`src/rtl/stage_pkg.sv`:
```
// ---------------------------------------------------------------------------
// stage_pkg
// Shared definitions for the stage loader:
//   - brick-code constants EMPTY / SOLID
//   - loader FSM state enum
//   - stage_row(stage, row): built-in stage contents, 10 cells x 3 bits,
//     column 0 in the MSBs; undefined rows and stages read all-zero
//   - brick_popcount(): number of breakable cells (nonzero, not SOLID) in a row
// ---------------------------------------------------------------------------
package stage_pkg;

    localparam logic [2:0] EMPTY = 3'b000;
    localparam logic [2:0] SOLID = 3'b111;

    // Native geometry of the built-in stage table.
    localparam int PKG_COLS   = 10;
    localparam int PKG_CELL_W = 3;
    localparam int PKG_ROW_W  = PKG_COLS * PKG_CELL_W;

    // Upper bounds accepted by brick_popcount; callers zero-extend into these.
    localparam int MAX_COLS   = 32;
    localparam int MAX_CELL_W = 4;
    localparam int MAX_ROW_W  = MAX_COLS * MAX_CELL_W;

    typedef enum logic [1:0] {
        IDLE   = 2'd0,
        FETCH  = 2'd1,
        WRITE  = 2'd2,
        FINISH = 2'd3
    } state_t;

    // Stage 0 is reserved, so it has no content of its own.
    function automatic logic [PKG_ROW_W-1:0] stage_row(input int unsigned stage,
                                                       input int unsigned row);
        logic [PKG_ROW_W-1:0] bits;
        bits = '0;
        case (stage)
            1: case (row)
                0: bits = 30'b001_011_101_001_101_001_101_001_000_000;
                1: bits = 30'b010_010_010_010_010_010_010_010_010_010;
                2: bits = 30'b000_100_000_100_000_100_000_100_000_100;
                3: bits = 30'b111_001_000_000_000_000_000_000_001_111;
                default: bits = '0;
            endcase
            2: case (row)
                0: bits = 30'b111_011_101_001_111_001_101_001_000_000;
                1: bits = 30'b110_110_111_110_110_110_110_111_110_110;
                2: bits = 30'b001_000_001_000_001_000_001_000_001_000;
                3: bits = 30'b111_111_111_111_111_111_111_111_111_111;
                4: bits = 30'b011_011_011_011_011_000_000_000_000_000;
                default: bits = '0;
            endcase
            3: case (row)
                0: bits = 30'b100_100_100_100_100_100_100_100_100_100;
                1: bits = 30'b000_000_000_000_111_111_000_000_000_000;
                5: bits = 30'b101_000_000_000_000_000_000_000_000_101;
                default: bits = '0;
            endcase
            default: bits = '0;
        endcase
        return bits;
    endfunction

    // Counts breakable cells among the lowest `cols` cells of `data`.
    // Cell order does not matter for a count, so cells are walked from the LSB.
    function automatic int unsigned brick_popcount(input logic [MAX_ROW_W-1:0]  data,
                                                   input int unsigned           cols,
                                                   input int unsigned           cell_w,
                                                   input logic [MAX_CELL_W-1:0] solid);
        logic [MAX_CELL_W-1:0] mask;
        logic [MAX_CELL_W-1:0] code;
        int unsigned           total;
        total = 0;
        mask  = MAX_CELL_W'((32'd1 << cell_w) - 32'd1);
        for (int unsigned c = 0; c < MAX_COLS; c++) begin
            code = MAX_CELL_W'(data >> (c * cell_w)) & mask;
            if ((c < cols) && (code != MAX_CELL_W'(EMPTY)) && (code != (solid & mask))) begin
                total++;
            end
        end
        return total;
    endfunction

endpackage

```
`src/rtl/stage_table.sv`:
```
// ---------------------------------------------------------------------------
// stage_table
// Stage-content lookup with a registered output (1-cycle latency).
// Ports:
//   clock, reset  - clock, asynchronous active-high reset
//   load          - capture the row addressed by {stage,row} on this edge
//   stage, row    - lookup address
//   data          - registered row contents, column 0 in the MSBs
// ---------------------------------------------------------------------------
module stage_table #(
    parameter int COLS   = 10,
    parameter int CELL_W = 3,
    parameter int ROWS   = 32,
    parameter int STAGES = 4
) (
    input  logic                         clock,
    input  logic                         reset,
    input  logic                         load,
    input  logic [$clog2(STAGES)-1:0]    stage,
    input  logic [$clog2(ROWS)-1:0]      row,
    output logic [COLS*CELL_W-1:0]       data
);
    import stage_pkg::*;

    logic [PKG_ROW_W-1:0]   raw;
    logic [COLS*CELL_W-1:0] lookup;

    always_comb begin
        raw = stage_row(32'(stage), 32'(row));
    end

    // Re-pack the native 10x3 table into this instance's geometry; columns
    // beyond the table's width read as empty.
    generate
        for (genvar gi = 0; gi < COLS; gi++) begin : g_col
            if (gi < PKG_COLS) begin : g_def
                assign lookup[(COLS-1-gi)*CELL_W +: CELL_W] =
                    CELL_W'(raw[(PKG_COLS-1-gi)*PKG_CELL_W +: PKG_CELL_W]);
            end else begin : g_pad
                assign lookup[(COLS-1-gi)*CELL_W +: CELL_W] = '0;
            end
        end
    endgenerate

    always_ff @(posedge clock or posedge reset) begin
        if (reset) begin
            data <= '0;
        end else if (load) begin
            data <= lookup;
        end
    end

endmodule

```
`src/rtl/stage_loader.sv`:
```
// ---------------------------------------------------------------------------
// stage_loader
// Copies one stage from the built-in table into a brick-map RAM, one row per
// valid/ready handshake, and counts the breakable bricks it wrote.
// Ports:
//   clock, reset   - clock, asynchronous active-high reset
//   start, stage   - load request (sampled in IDLE) and stage to load
//   wr_ready       - RAM accepts the presented row
//   wr_valid, wr_addr, wr_data - row write towards the RAM
//   busy           - load in progress (FETCH or WRITE)
//   done, error    - one-cycle pulses: load finished / invalid stage requested
//   brick_count    - breakable bricks of the last completed load
// ---------------------------------------------------------------------------
module stage_loader #(
    parameter int                COLS   = 10,
    parameter int                CELL_W = 3,
    parameter int                ROWS   = 32,
    parameter int                STAGES = 4,
    parameter logic [CELL_W-1:0] SOLID  = 3'b111
) (
    input  logic                               clock,
    input  logic                               reset,
    input  logic                               start,
    input  logic [$clog2(STAGES)-1:0]          stage,
    input  logic                               wr_ready,
    output logic                               wr_valid,
    output logic [$clog2(ROWS)-1:0]            wr_addr,
    output logic [COLS*CELL_W-1:0]             wr_data,
    output logic                               busy,
    output logic                               done,
    output logic                               error,
    output logic [$clog2(ROWS*COLS+1)-1:0]     brick_count
);
    import stage_pkg::*;

    localparam int SW    = $clog2(STAGES);
    localparam int RW    = $clog2(ROWS);
    // Wide enough for every cell of every row to be breakable: never wraps.
    localparam int CNT_W = $clog2(ROWS*COLS+1);

    state_t              state_reg, state_next;
    logic [SW-1:0]       stage_reg;
    logic [RW-1:0]       row_reg;
    logic [CNT_W-1:0]    acc_reg;
    logic [CNT_W-1:0]    brick_count_reg;
    logic                done_reg;
    logic                error_reg;
    logic [COLS*CELL_W-1:0] table_data;

    logic                stage_ok;
    logic                last_row;
    logic [CNT_W-1:0]    row_bricks;

    assign stage_ok   = (stage != '0) && (32'(stage) < 32'(STAGES));
    assign last_row   = (row_reg == RW'(ROWS-1));
    assign row_bricks = CNT_W'(brick_popcount(MAX_ROW_W'(wr_data), 32'(COLS), 32'(CELL_W),
                                              MAX_CELL_W'(SOLID)));

    stage_table #(
        .COLS   (COLS),
        .CELL_W (CELL_W),
        .ROWS   (ROWS),
        .STAGES (STAGES)
    ) u_table (
        .clock (clock),
        .reset (reset),
        .load  (state_reg == FETCH),
        .stage (stage_reg),
        .row   (row_reg),
        .data  (table_data)
    );

    // State register.
    always_ff @(posedge clock or posedge reset) begin
        if (reset) begin
            state_reg <= IDLE;
        end else begin
            state_reg <= state_next;
        end
    end

    // Next-state logic.
    always_comb begin
        state_next = state_reg;
        case (state_reg)
            IDLE:    if (start && stage_ok) state_next = FETCH;
            FETCH:   state_next = WRITE;
            WRITE:   if (wr_ready) state_next = last_row ? FINISH : FETCH;
            FINISH:  state_next = IDLE;
            default: state_next = IDLE;
        endcase
    end

    // State-decoded outputs.
    always_comb begin
        busy     = (state_reg == FETCH) || (state_reg == WRITE);
        wr_valid = (state_reg == WRITE);
    end

    // Datapath: latched stage, row pointer, accumulator and result pulses.
    always_ff @(posedge clock or posedge reset) begin
        if (reset) begin
            stage_reg       <= '0;
            row_reg         <= '0;
            acc_reg         <= '0;
            brick_count_reg <= '0;
            done_reg        <= 1'b0;
            error_reg       <= 1'b0;
        end else begin
            done_reg  <= 1'b0;
            error_reg <= 1'b0;
            case (state_reg)
                IDLE: begin
                    if (start) begin
                        if (stage_ok) begin
                            stage_reg <= stage;
                            row_reg   <= '0;
                            acc_reg   <= '0;
                        end else begin
                            error_reg <= 1'b1;
                        end
                    end
                end
                WRITE: begin
                    if (wr_ready) begin
                        acc_reg <= acc_reg + row_bricks;
                        if (!last_row) begin
                            row_reg <= row_reg + 1'b1;
                        end
                    end
                end
                FINISH: begin
                    brick_count_reg <= acc_reg;
                    done_reg        <= 1'b1;
                end
                default: ;
            endcase
        end
    end

    // wr_data stays put through a stall because the table only reloads in FETCH.
    assign wr_addr     = row_reg;
    assign wr_data     = table_data;
    assign done        = done_reg;
    assign error       = error_reg;
    assign brick_count = brick_count_reg;

endmodule

```
`config.mk`:
```
export PLATFORM = sky130hd
export DESIGN_NAME = stage_loader
export DESIGN_NICKNAME = d
export VERILOG_FILES = /design/src/rtl/stage_pkg.sv /design/src/rtl/stage_table.sv /design/src/rtl/stage_loader.sv
export SDC_FILE = /design/constraint.sdc
export NUM_CORES = 1
export LEC_CHECK = 0
export ABC_AREA = 0
export BUFFER_PORTS_ARGS = -buffer_cell sky130_fd_sc_hd__buf_4
export CORE_MARGIN = 10
export CORE_UTILIZATION = 32
export DETAILED_ROUTE_END_ITERATION = 12
export PLACE_DENSITY = 0.55
export SLEW_MARGIN = 25
export SYNTH_ARGS = -nofsm -noshare
export SYNTH_HDL_FRONTEND = slang
export SYNTH_HIERARCHICAL = 1
export SYNTH_SLANG_ARGS = --single-unit
export TNS_END_PERCENT = 50
```
`constraint.sdc`:
```
create_clock -name clock -period 9.5 [get_ports clock]
set_clock_uncertainty 0.15 [all_clocks]
set_input_delay 1.425 -clock clock [delete_from_list [all_inputs] [get_ports clock]]
set_output_delay 1.425 -clock clock [all_outputs]
set_load 0.1 [all_outputs]
```
==> results of run 1 <==
==> cell families (layout without fill, tap and decap cells) <==
| logic type | after synthesis | in the layout | synth area share |
|---|---|---|---|
| AND/OR/NAND/NOR | 149 | 149 | 0.210 |
| AO/OA/AOI/OAI | 117 | 117 | 0.190 |
| flip-flops | 53 | 53 | 0.330 |
| buffers and inverters | 42 | 83 | 0.0507 |
| XOR/XNOR | 32 | 32 | 0.107 |
| adder cells (fa/ha/maj) | 24 | 24 | 0.0765 |
| multiplexers | 12 | 12 | 0.0345 |
| other | 1 | 2 | 0.000933 |
==> path summary, 6_finish.rpt <==
check                                                  start                           to  slack (ns)  cells past startpoint
worst max-delay path            u_table/data[10]$_DFFE_PP0P_       acc_reg[8]$_DFFE_PP0P_        1.83                     36
worst max register to register  u_table/data[10]$_DFFE_PP0P_       acc_reg[8]$_DFFE_PP0P_        1.83                     36
worst min-delay path              brick_count[3]$_DFFE_PP0P_   brick_count[3]$_DFFE_PP0P_        0.36                      1
max in group asynchronous                              reset  u_table/data[0]$_DFFE_PP0P_        7.42                      2
worst min register to register    brick_count[3]$_DFFE_PP0P_   brick_count[3]$_DFFE_PP0P_        0.36                      1
min in group asynchronous                              reset   brick_count[6]$_DFFE_PP0P_        1.08                      2
==> per-stage QoR <==
stage | instances | util | setup slack, ns | instance area [µm²] | hold slack (ns)
after global routing | 640 | 0.386 | 1.30 | 4690 | 0.389
final | 640 | 0.386 | 1.83 | 4690 | 0.360
after floorplan | 431 | - | 1.95 | 4030 | 0.322
after CTS | 640 | 0.385 | 1.80 | 4690 | 0.367
after detailed placement | 632 | 0.371 | 1.82 | 4520 | 0.351
after global placement | 632 | 0.371 | 2.02 | 4520 | 0.346
==> cell usage in the layout (no fill, tap or decap), drive strengths merged, types with 4 or more instances in the layout <==
cell type | netlist | layout
a22oi | 4 | 4
nor2b | 5 | 5
xor2 | 11 | 11
nand3 | 20 | 20
a21oi | 29 | 29
nand2 | 55 | 55
o22ai | 5 | 5
and3 | 4 | 4
nand2b | 10 | 10
mux2 | 12 | 12
buf | 16 | 54
and2 | 4 | 4
nor2 | 15 | 15
a31oi | 5 | 5
clkbuf | 5 | 7
dfrtp | 53 | 53
xnor2 | 20 | 20
inv | 21 | 21
o21ai | 34 | 34
o2bb2ai | 9 | 9
or3 | 9 | 9
ha | 23 | 23
nor3 | 13 | 13
a21o | 7 | 7
==> per-layer routing <==
| metal | wire length (µm) | vias up |
|---|---|---|
| met3 | 277 | 12 |
| met5 | 0 | - |
| met4 | 186 | 0 |
| met2 | 4950 | 62 |
| met1 | 4900 | 1612 |
| li1 | - | 1623 |
==> final cells by class <==
type / count / area, µm²
Clock buffer: 7 / 143
Clock inverter: 1 / 30.0
Fill cell: 1228 / 7470
Inverter: 21 / 78.8
Multi-Input combinational cell: 336 / 2500
Sequential cell: 53 / 1330
Tap cell: 168 / 210
Timing Repair Buffer: 54 / 405
==> metrics.md, run 1 <==
| Metric | Value |
|---|---|
| Synth cell count leaders | `54 x nand2_1, 53 x dfrtp_1, 27 x a21oi_1, 26 x o21ai_0, 23 x ha_1` |
| Hold crit path type | `flop to flop` |
| # Post-CTS Setup Buffers | `0` |
| Top-count cell post-synth | `nand2_1` |
| First-pass GRT wire length | `17300 µm` |
| Initial core utilization | `0.331` |
| Via count | `3309` |
| Core box area | `12200 µm²` |
| Max reg flops | `24` |
| Layout Nets | `501` |
| Critical Path AT | `7.70 ns` |
| DR WL/cell | `16.1 µm` |
| Die width | `132 µm` |
| Asr flop ratio synth | `1.00` |
| Clock buffer count from CTS | `5` |
| Via density | `5.17` |
| Max_cap viols | `0` |
| Top_reg_cell synth | `dfrtp_1` |
| Sequential fraction of the synthesis area | `0.330` |
| Antenna violation net count after detailed routing | `0` |
| Pin count of the biggest net entering global routing | `30` |
| IO Count | `54` |
| Layout overhead on the synthesized area | `16.7%` |
| Number of gates resized after cts | `0` |
| Tcrit/Tclk final | `0.808` |
| CP Launch Type | `flop` |
| Fin Setup TNS | `0 ns` |
| First-pass DRT Iterations | `4` |
| Core Rows | `40` |
| # H-tree levels | `2` |
| Fin crit period | `7.67 ns` |
| Worst skew pair latency | `0.30 ns` |
| Gpl congestion | `0.881` |
| Final hold violation count | `0` |
| Post-synth top area cell | `dfrtp_1` |
| Initial DRC count | `200` |
| Met2 usage | `0.193` |
| Critical path type | `flop to flop` |
| Remaining DRCs | `0` |
| Met1 usage | `0.155` |
| Busiest grt layer | `met2` |
| CP top delay family | `adder cells` |
| Total track usage | `0.119` |
| Worst Path Buf+Inv | `1` |
| Share of the synthesized area in the top cell type | `0.330` |
| Critical Path Most Common Cell | `ha_1` |
| Routed WL | `10300 µm` |
| Root buffer cell | `clkbuf_16` |
| Inserted Diodes | `0` |
| Clk sink count | `53` |
| Die height | `132 µm` |
| Maximum clock insertion buffer count | `2` |
| Critical Path End Type | `flop` |
| Mapped Area | `4020 µm²` |
| Required @ worst endpoint | `9.53 ns` |
| GR Overflow Total | `0` |
| Max_slew headroom | `0.381` |
| Number of synthesis warnings | `6` |
| Post-synthesis cell type count | `74` |
| Least-Margin Pin Slew | `0.927 ns` |
| Final setup violation count | `0` |
| #FFs+latches synth | `53` |
| CTS tree | `done` |
| Ranking of synthesized cells by area | `dfrtp_1 33%, ha_1 7.2%, nand2_1 5.0%` |
| Share of layout cells above drive strength 1 | `0.229` |
| Die ar. | `17500 µm²` |
| Fmax | `0.130 GHz` |
| Crit Path Max Fanout | `10` |
| Number of global-route vias before repair | `3290` |
| DP HPWL | `7860 µm` |
| RSZ-0062 raised after global routing | `false` |
| Hold buffer count at CTS | `0` |
| Grt met3 use | `0.0183` |
| Status | `completed` |
| Clk slew on worst S/H paths | `0.07 ns` |
| EDFF count, synth | `0` |
| Cells after synthesis | `430` |
| Syn Area/Cell | `9.35 µm²` |
| Initial antenna violation count | `0` |
| Critical path's largest stage delay | `0.51 ns` |
| Port Buffers | `53` |
| Fin. max-slew vios | `0` |
| Slowest-stage cell, CP | `dfrtp_1` |
Power of run 1 is not shown: default switching activity piles up to over one toggle a cycle in this logic, so the estimate is an artifact.
==> run 2, diff against run 1 <==
--- a/config.mk
+++ b/config.mk
@@ -5,12 +5,12 @@
 export SDC_FILE = /design/constraint.sdc
 export NUM_CORES = 1
 export LEC_CHECK = 0
-export ABC_AREA = 0
+export ABC_AREA = 1
 export BUFFER_PORTS_ARGS = -buffer_cell sky130_fd_sc_hd__buf_4
 export CORE_MARGIN = 10
 export CORE_UTILIZATION = 32
 export DETAILED_ROUTE_END_ITERATION = 12
-export PLACE_DENSITY = 0.55
+export PLACE_DENSITY = 0.57
 export SLEW_MARGIN = 25
 export SYNTH_ARGS = -nofsm -noshare
 export SYNTH_HDL_FRONTEND = slang
==> constraint.sdc (replaced) <==
create_clock -name clock -period 6.7 [get_ports clock]
set_clock_uncertainty 0.15 [all_clocks]
set_input_delay 1.005 -clock clock [delete_from_list [all_inputs] [get_ports clock]]
set_output_delay 1.005 -clock clock [all_outputs]
set_load 0.1 [all_outputs]
==> run 2 against run 1 <==
  * Non-clock buffer count increased by 6
  * Area after synthesis about the same
  * Critical path depth increased by 8
  * Setup slack got worse by 1.3 ns
  * Maximum frequency increased by 25%
  * Die area about the same
  * Cell count increased by 24%
  * Sequential share of layout area decreased by 0.57 points
  * Sequential cell count unchanged
  * Global-route usage decreased by 0.36 points
  * Critical endpoint unchanged
==> metrics.md, run 2 <==
| Metric | Value |
|---|---|
| Status | `completed` |
| Critical Path AT | `6.19 ns` |
| Inserted Diodes | `0` |
| Mapped Area | `4020 µm²` |
| Post-synthesis cell type count | `46` |
| Initial core utilization | `0.331` |
| Critical Path Start | `u_table/data[10]$_DFFE_PP0P_` |
| Initial antenna violation count | `0` |
| Via density | `4.69` |
| Layout overhead on the synthesized area | `19.2%` |
| Final hold violation count | `0` |
| DP HPWL | `7810 µm` |
| Number of global-route vias before repair | `3678` |
| Clk slew on worst S/H paths | `0.07 ns` |
| Crit Path Max Fanout | `6` |
| Worst R2R Setup Slack | `0.54 ns` |
| Hold crit path type | `flop to flop` |
| First-pass DRT Iterations | `4` |
| Layout Nets | `652` |
| Initial DRC count | `178` |
| CP Launch Type | `flop` |
| Gpl congestion | `0.882` |
| Post-synth top area cell | `dfrtp_1` |
| Maximum clock insertion buffer count | `2` |
| Root buffer cell | `clkbuf_16` |
| Synth cell count leaders | `160 x nand2_1, 78 x inv_1, 53 x dfrtp_1, 50 x nor2_1, 41 x nand3_1` |
| Clock buffer count from CTS | `5` |
| Fmax | `0.162 GHz` |
| Die width | `132 µm` |
| Share of layout cells above drive strength 1 | `0.228` |
| Antenna violation net count after detailed routing | `0` |
| Worst skew pair latency | `0.30 ns` |
| Fin crit period | `6.16 ns` |
| Finished Core Util | `0.394` |
| Cells after synthesis | `566` |
| # H-tree levels | `2` |
| Least-Margin Pin Slew | `0.736 ns` |
| Die height | `132 µm` |
| Commonest non-fill, non-tap cell in the layout | `nand2_1` |
| DR WL/cell | `12.5 µm` |
| Max_slew headroom | `0.510` |
| Routed WL | `9860 µm` |
| Top-count cell post-synth | `nand2_1` |
| Number of synthesis warnings | `6` |
| Clk sink count | `53` |
| R2r startpoint | `u_table/data[10]$_DFFE_PP0P_` |
| Via count | `3707` |
| Remaining DRCs | `0` |
| Die ar. | `17400 µm²` |
| First-pass GRT wire length | `17200 µm` |
| Syn Area/Cell | `7.10 µm²` |
| Share of the synthesized area in the top cell type | `0.330` |
| Top_reg_cell synth | `dfrtp_1` |
| EDFF count, synth | `0` |
| Core box area | `12200 µm²` |
| Most frequent cells in the layout | `158 x nand2_1, 77 x inv_1, 59 x buf_4` |
| Tcrit/Tclk final | `0.920` |
| Final setup violation count | `0` |
| Max_cap viols | `0` |
| Critical Path End Type | `flop` |
| Hold Path Depth | `1` |
| Crit path to | `acc_reg[8]$_DFFE_PP0P_` |
| Fin. max-slew vios | `0` |
| Critical path type | `flop to flop` |
| #FFs+latches synth | `53` |
| CTS tree | `done` |
| Asr flop ratio synth | `1.00` |
| Total track usage | `0.115` |
| GR Overflow Total | `0` |
| Core Rows | `40` |
| Ranking of synthesized cells by area | `dfrtp_1 33%, nand2_1 15%, inv_1 7.3%` |
| Slowest-stage cell, CP | `dfrtp_2` |
| IO Count | `54` |
| Sequential fraction of the synthesis area | `0.330` |
| Reg2reg end | `acc_reg[8]$_DFFE_PP0P_` |
| Critical path's largest stage delay | `0.44 ns` |
| Critical Path Most Common Cell | `nand2_1` |
| Required @ worst endpoint | `6.73 ns` |
| Max reg flops | `24` |
| Pin count of the biggest net entering global routing | `27` |
| R2R depth | `44` |
| Port Buffers | `53` |
run 2: metal layers:
metal  vias to the layer above  track usage  wire length, µm
met5                         -            0                0
met4                         0       0.0340              116
met3                        11       0.0313              504
met2                        57        0.184             4510
met1                      1723        0.148             4730
li1                       1916            -                -
run 2: what timing repair did:
action,in CTS,in global routing
setup buffers,0,6
endpoints found under the setup margin,0,4
hold buffers,0,0
resized for setup,0,12
run 2: worst min path at each step:
stage / start / end / slack [ns]
floorplan: acc_reg[2]$_DFFE_PP0P_ / acc_reg[2]$_DFFE_PP0P_ / 0.33
CTS: brick_count[4]$_DFFE_PP0P_ / brick_count[4]$_DFFE_PP0P_ / 0.37
finish: brick_count[4]$_DFFE_PP0P_ / brick_count[4]$_DFFE_PP0P_ / 0.36
global route: brick_count[4]$_DFFE_PP0P_ / brick_count[4]$_DFFE_PP0P_ / 0.39
global placement: brick_count[4]$_DFFE_PP0P_ / brick_count[4]$_DFFE_PP0P_ / 0.34
detailed placement: brick_count[4]$_DFFE_PP0P_ / brick_count[4]$_DFFE_PP0P_ / 0.35
run 2: through the flow:
| stage | cell area (µm²) | hold slack [ns] | setup TNS, ns | std cells | setup WS, ns |
|---|---|---|---|---|---|
| after floorplan | 4030 | 0.325 | 0 | 567 | 0.00673 |
| after global placement | 4560 | 0.342 | 0 | 777 | 0.288 |
| after detailed placement | 4560 | 0.351 | 0 | 777 | 0.0718 |
| after CTS | 4710 | 0.368 | 0 | 785 | 0.0232 |
| after global routing | 4790 | 0.386 | -0.0177 | 791 | -0.0177 |
| final | 4790 | 0.361 | 0 | 791 | 0.539 |
run 2: logic make-up after synthesis:
group | count (synthesis) | synth area share
AOI/OAI and AO/OA | 62 | 0.0937
and+or+nand+nor | 322 | 0.383
adders and majority gates | 24 | 0.0766
muxes | 3 | 0.00840
DFF | 53 | 0.330
buffers and inverters | 97 | 0.0983
xor gates and xnor gates | 4 | 0.00871
other | 1 | 0.000933
run 2: area by class of cell:
class	count	area (µm²)
Fill cell	1283	7370
Multi-Input combinational cell	417	2340
Sequential cell	53	1330
Timing Repair Buffer	60	448
Inverter	85	319
Tap cell	168	210
Clock buffer	6	129
Clock inverter	2	15.0
run 2: worst max-delay path: cells and delay by family, from the launching register on:
kind	cells	cell delay (ns)
fa+ha+maj	8	2.20
simple gates	24	2.06
compound gates	5	0.68
flops	1	0.44
buf+inv	6	0.35
xor+xnor	1	0.17
Power of run 2 is left out for the same reason.
==> run 3, diff against run 2 <==
--- a/config.mk
+++ b/config.mk
@@ -5,11 +5,11 @@
 export SDC_FILE = /design/constraint.sdc
 export NUM_CORES = 1
 export LEC_CHECK = 0
-export ABC_AREA = 1
 export BUFFER_PORTS_ARGS = -buffer_cell sky130_fd_sc_hd__buf_4
 export CORE_MARGIN = 10
 export CORE_UTILIZATION = 32
 export DETAILED_ROUTE_END_ITERATION = 12
+export GPL_ROUTABILITY_DRIVEN = 0
 export PLACE_DENSITY = 0.57
 export SLEW_MARGIN = 25
 export SYNTH_ARGS = -nofsm -noshare
==> run 3 against run 2 <==
  * Sequential cell count unchanged
  * Register-to-register slack got worse by 0.40 ns
  * Critical path depth decreased by 8
  * Critical endpoint unchanged
  * Largest cell class unchanged
==> metrics.md, run 3 (synthesis results as in run 1) <==
| Metric | Value |
|---|---|
| Die width | `132 µm` |
| Reg2reg end | `acc_reg[8]$_DFFE_PP0P_` |
| Max_cap viols | `0` |
| CP Launch Type | `flop` |
| Hold crit path type | `flop to flop` |
| R2r startpoint | `u_table/data[3]$_DFFE_PP0P_` |
| Die height | `132 µm` |
| Worst Hold End | `brick_count[2]$_DFFE_PP0P_` |
| Fmax | `0.152 GHz` |
| Worst skew pair latency | `0.30 ns` |
| Slowest-stage cell, CP | `dfrtp_4` |
| Hold Startpoint | `brick_count[2]$_DFFE_PP0P_` |
| Max reg flops | `24` |
| Share of layout cells above drive strength 1 | `0.330` |
| Core Rows | `40` |
| Clock buffer count from CTS | `5` |
| Clk slew on worst S/H paths | `0.08 ns` |
| DR WL/cell | `15.7 µm` |
| Pin count of the biggest net entering global routing | `30` |
| Initial DRC count | `196` |
| Antenna violation net count after detailed routing | `0` |
| Critical Path Most Common Cell | `a21oi_2` |
| Commonest non-fill, non-tap cell in the layout | `buf_4` |
| # H-tree levels | `2` |
| Layout Nets | `523` |
| Least-Margin Pin Slew | `0.905 ns` |
| Max_slew headroom | `0.393` |
| Fin Hold WS | `0.361 ns` |
| Routed WL | `10400 µm` |
| Crit Path Max Fanout | `4` |
| Worst R2R Setup Slack | `0.13 ns` |
| GR Overflow Total | `0` |
| Via count | `3307` |
| Via density | `5.00` |
| Hold buffer count at CTS | `0` |
| Fin crit period | `6.57 ns` |
| Layout overhead on the synthesized area | `24.5%` |
| Fin Setup TNS | `0 ns` |
| Inserted Diodes | `0` |
| Critical path type | `flop to flop` |
| Most frequent cells in the layout | `76 x buf_4, 50 x nand2_1, 45 x dfrtp_1` |
| Core box area | `12200 µm²` |
| Maximum clock insertion buffer count | `2` |
| Status | `completed` |
| Critical Path AT | `6.60 ns` |
| Critical path's largest stage delay | `0.49 ns` |
| First-pass DRT Iterations | `4` |
| Number of global-route vias before repair | `3243` |
| Hold Path Depth | `1` |
| R2R depth | `36` |
| Total track usage | `0.116` |
| DP HPWL | `7900 µm` |
| Port Buffers | `53` |
| Final hold violation count | `0` |
| Clk sink count | `53` |
| Remaining DRCs | `0` |
| RSZ-0062 raised after global routing | `true` |
| Fin. max-slew vios | `0` |
| CTS tree | `done` |
| Root buffer cell | `clkbuf_16` |
| First-pass GRT wire length | `16900 µm` |
| Tcrit/Tclk final | `0.980` |
| Die ar. | `17500 µm²` |
| IO Count | `54` |
| Initial antenna violation count | `0` |
| Final setup violation count | `0` |
| Required @ worst endpoint | `6.73 ns` |
| Critical Path End Type | `flop` |
| Initial core utilization | `0.331` |
run 3: cell type report:
cell class,count,area [µm²]
flip-flops and latches,53,1350
well taps,168,210
clock buffers,5,125
clock inverters,3,25.0
inverters,21,78.8
repair buffers,76,571
fillers,1206,7150
multi-input cells,336,2650
run 3: worst max path at each step:
stage | slack (ns) | startpoint | cells past startpoint | endpoint
2_1_floorplan | -0.07 | u_table/data[10]$_DFFE_PP0P_ | 36 | acc_reg[8]$_DFFE_PP0P_
3_3_place_gp | 0.03 | u_table/data[10]$_DFFE_PP0P_ | 36 | acc_reg[8]$_DFFE_PP0P_
3_5_place_dp | -0.05 | u_table/data[10]$_DFFE_PP0P_ | 36 | acc_reg[8]$_DFFE_PP0P_
4_1_cts | 0.01 | u_table/data[10]$_DFFE_PP0P_ | 36 | acc_reg[8]$_DFFE_PP0P_
5_1_grt | -0.25 | u_table/data[3]$_DFFE_PP0P_ | 36 | acc_reg[8]$_DFFE_PP0P_
6_report | 0.13 | u_table/data[3]$_DFFE_PP0P_ | 36 | acc_reg[8]$_DFFE_PP0P_
run 3: critical path: cells and delay by family (launching register included):
kind	cells	cell delay [ns]
fa+ha+maj	8	2.05
compound gates	14	1.82
simple gates	8	1.02
mux	2	0.56
flops	1	0.49
xor+xnor	2	0.25
buf+inv	2	0.12
run 3: metrics by stage:
step                worst slack (ns)  instances  area, µm²  utilization
global placement              0.0348        642       4720        0.388
finish                         0.134        662       5010        0.412
CTS                          0.00954        653       4890        0.402
global route                  -0.246        662       5010        0.412
detailed placement           -0.0485        642       4720        0.388
floorplan                    -0.0666        431       4150            -
run 3: what timing repair did:
item                       CTS  global route
pin swaps                    4            25
resized for setup            1            10
setup endpoints to repair    2             4
setup buffers                3             9
run 3: metal layers:
metal	wire [µm]	track usage
met5	0	0
met3	337	0.0198
met1	4930	0.154
met4	116	0.0290
met2	5010	0.188
Power of run 3 is left out for the same reason.
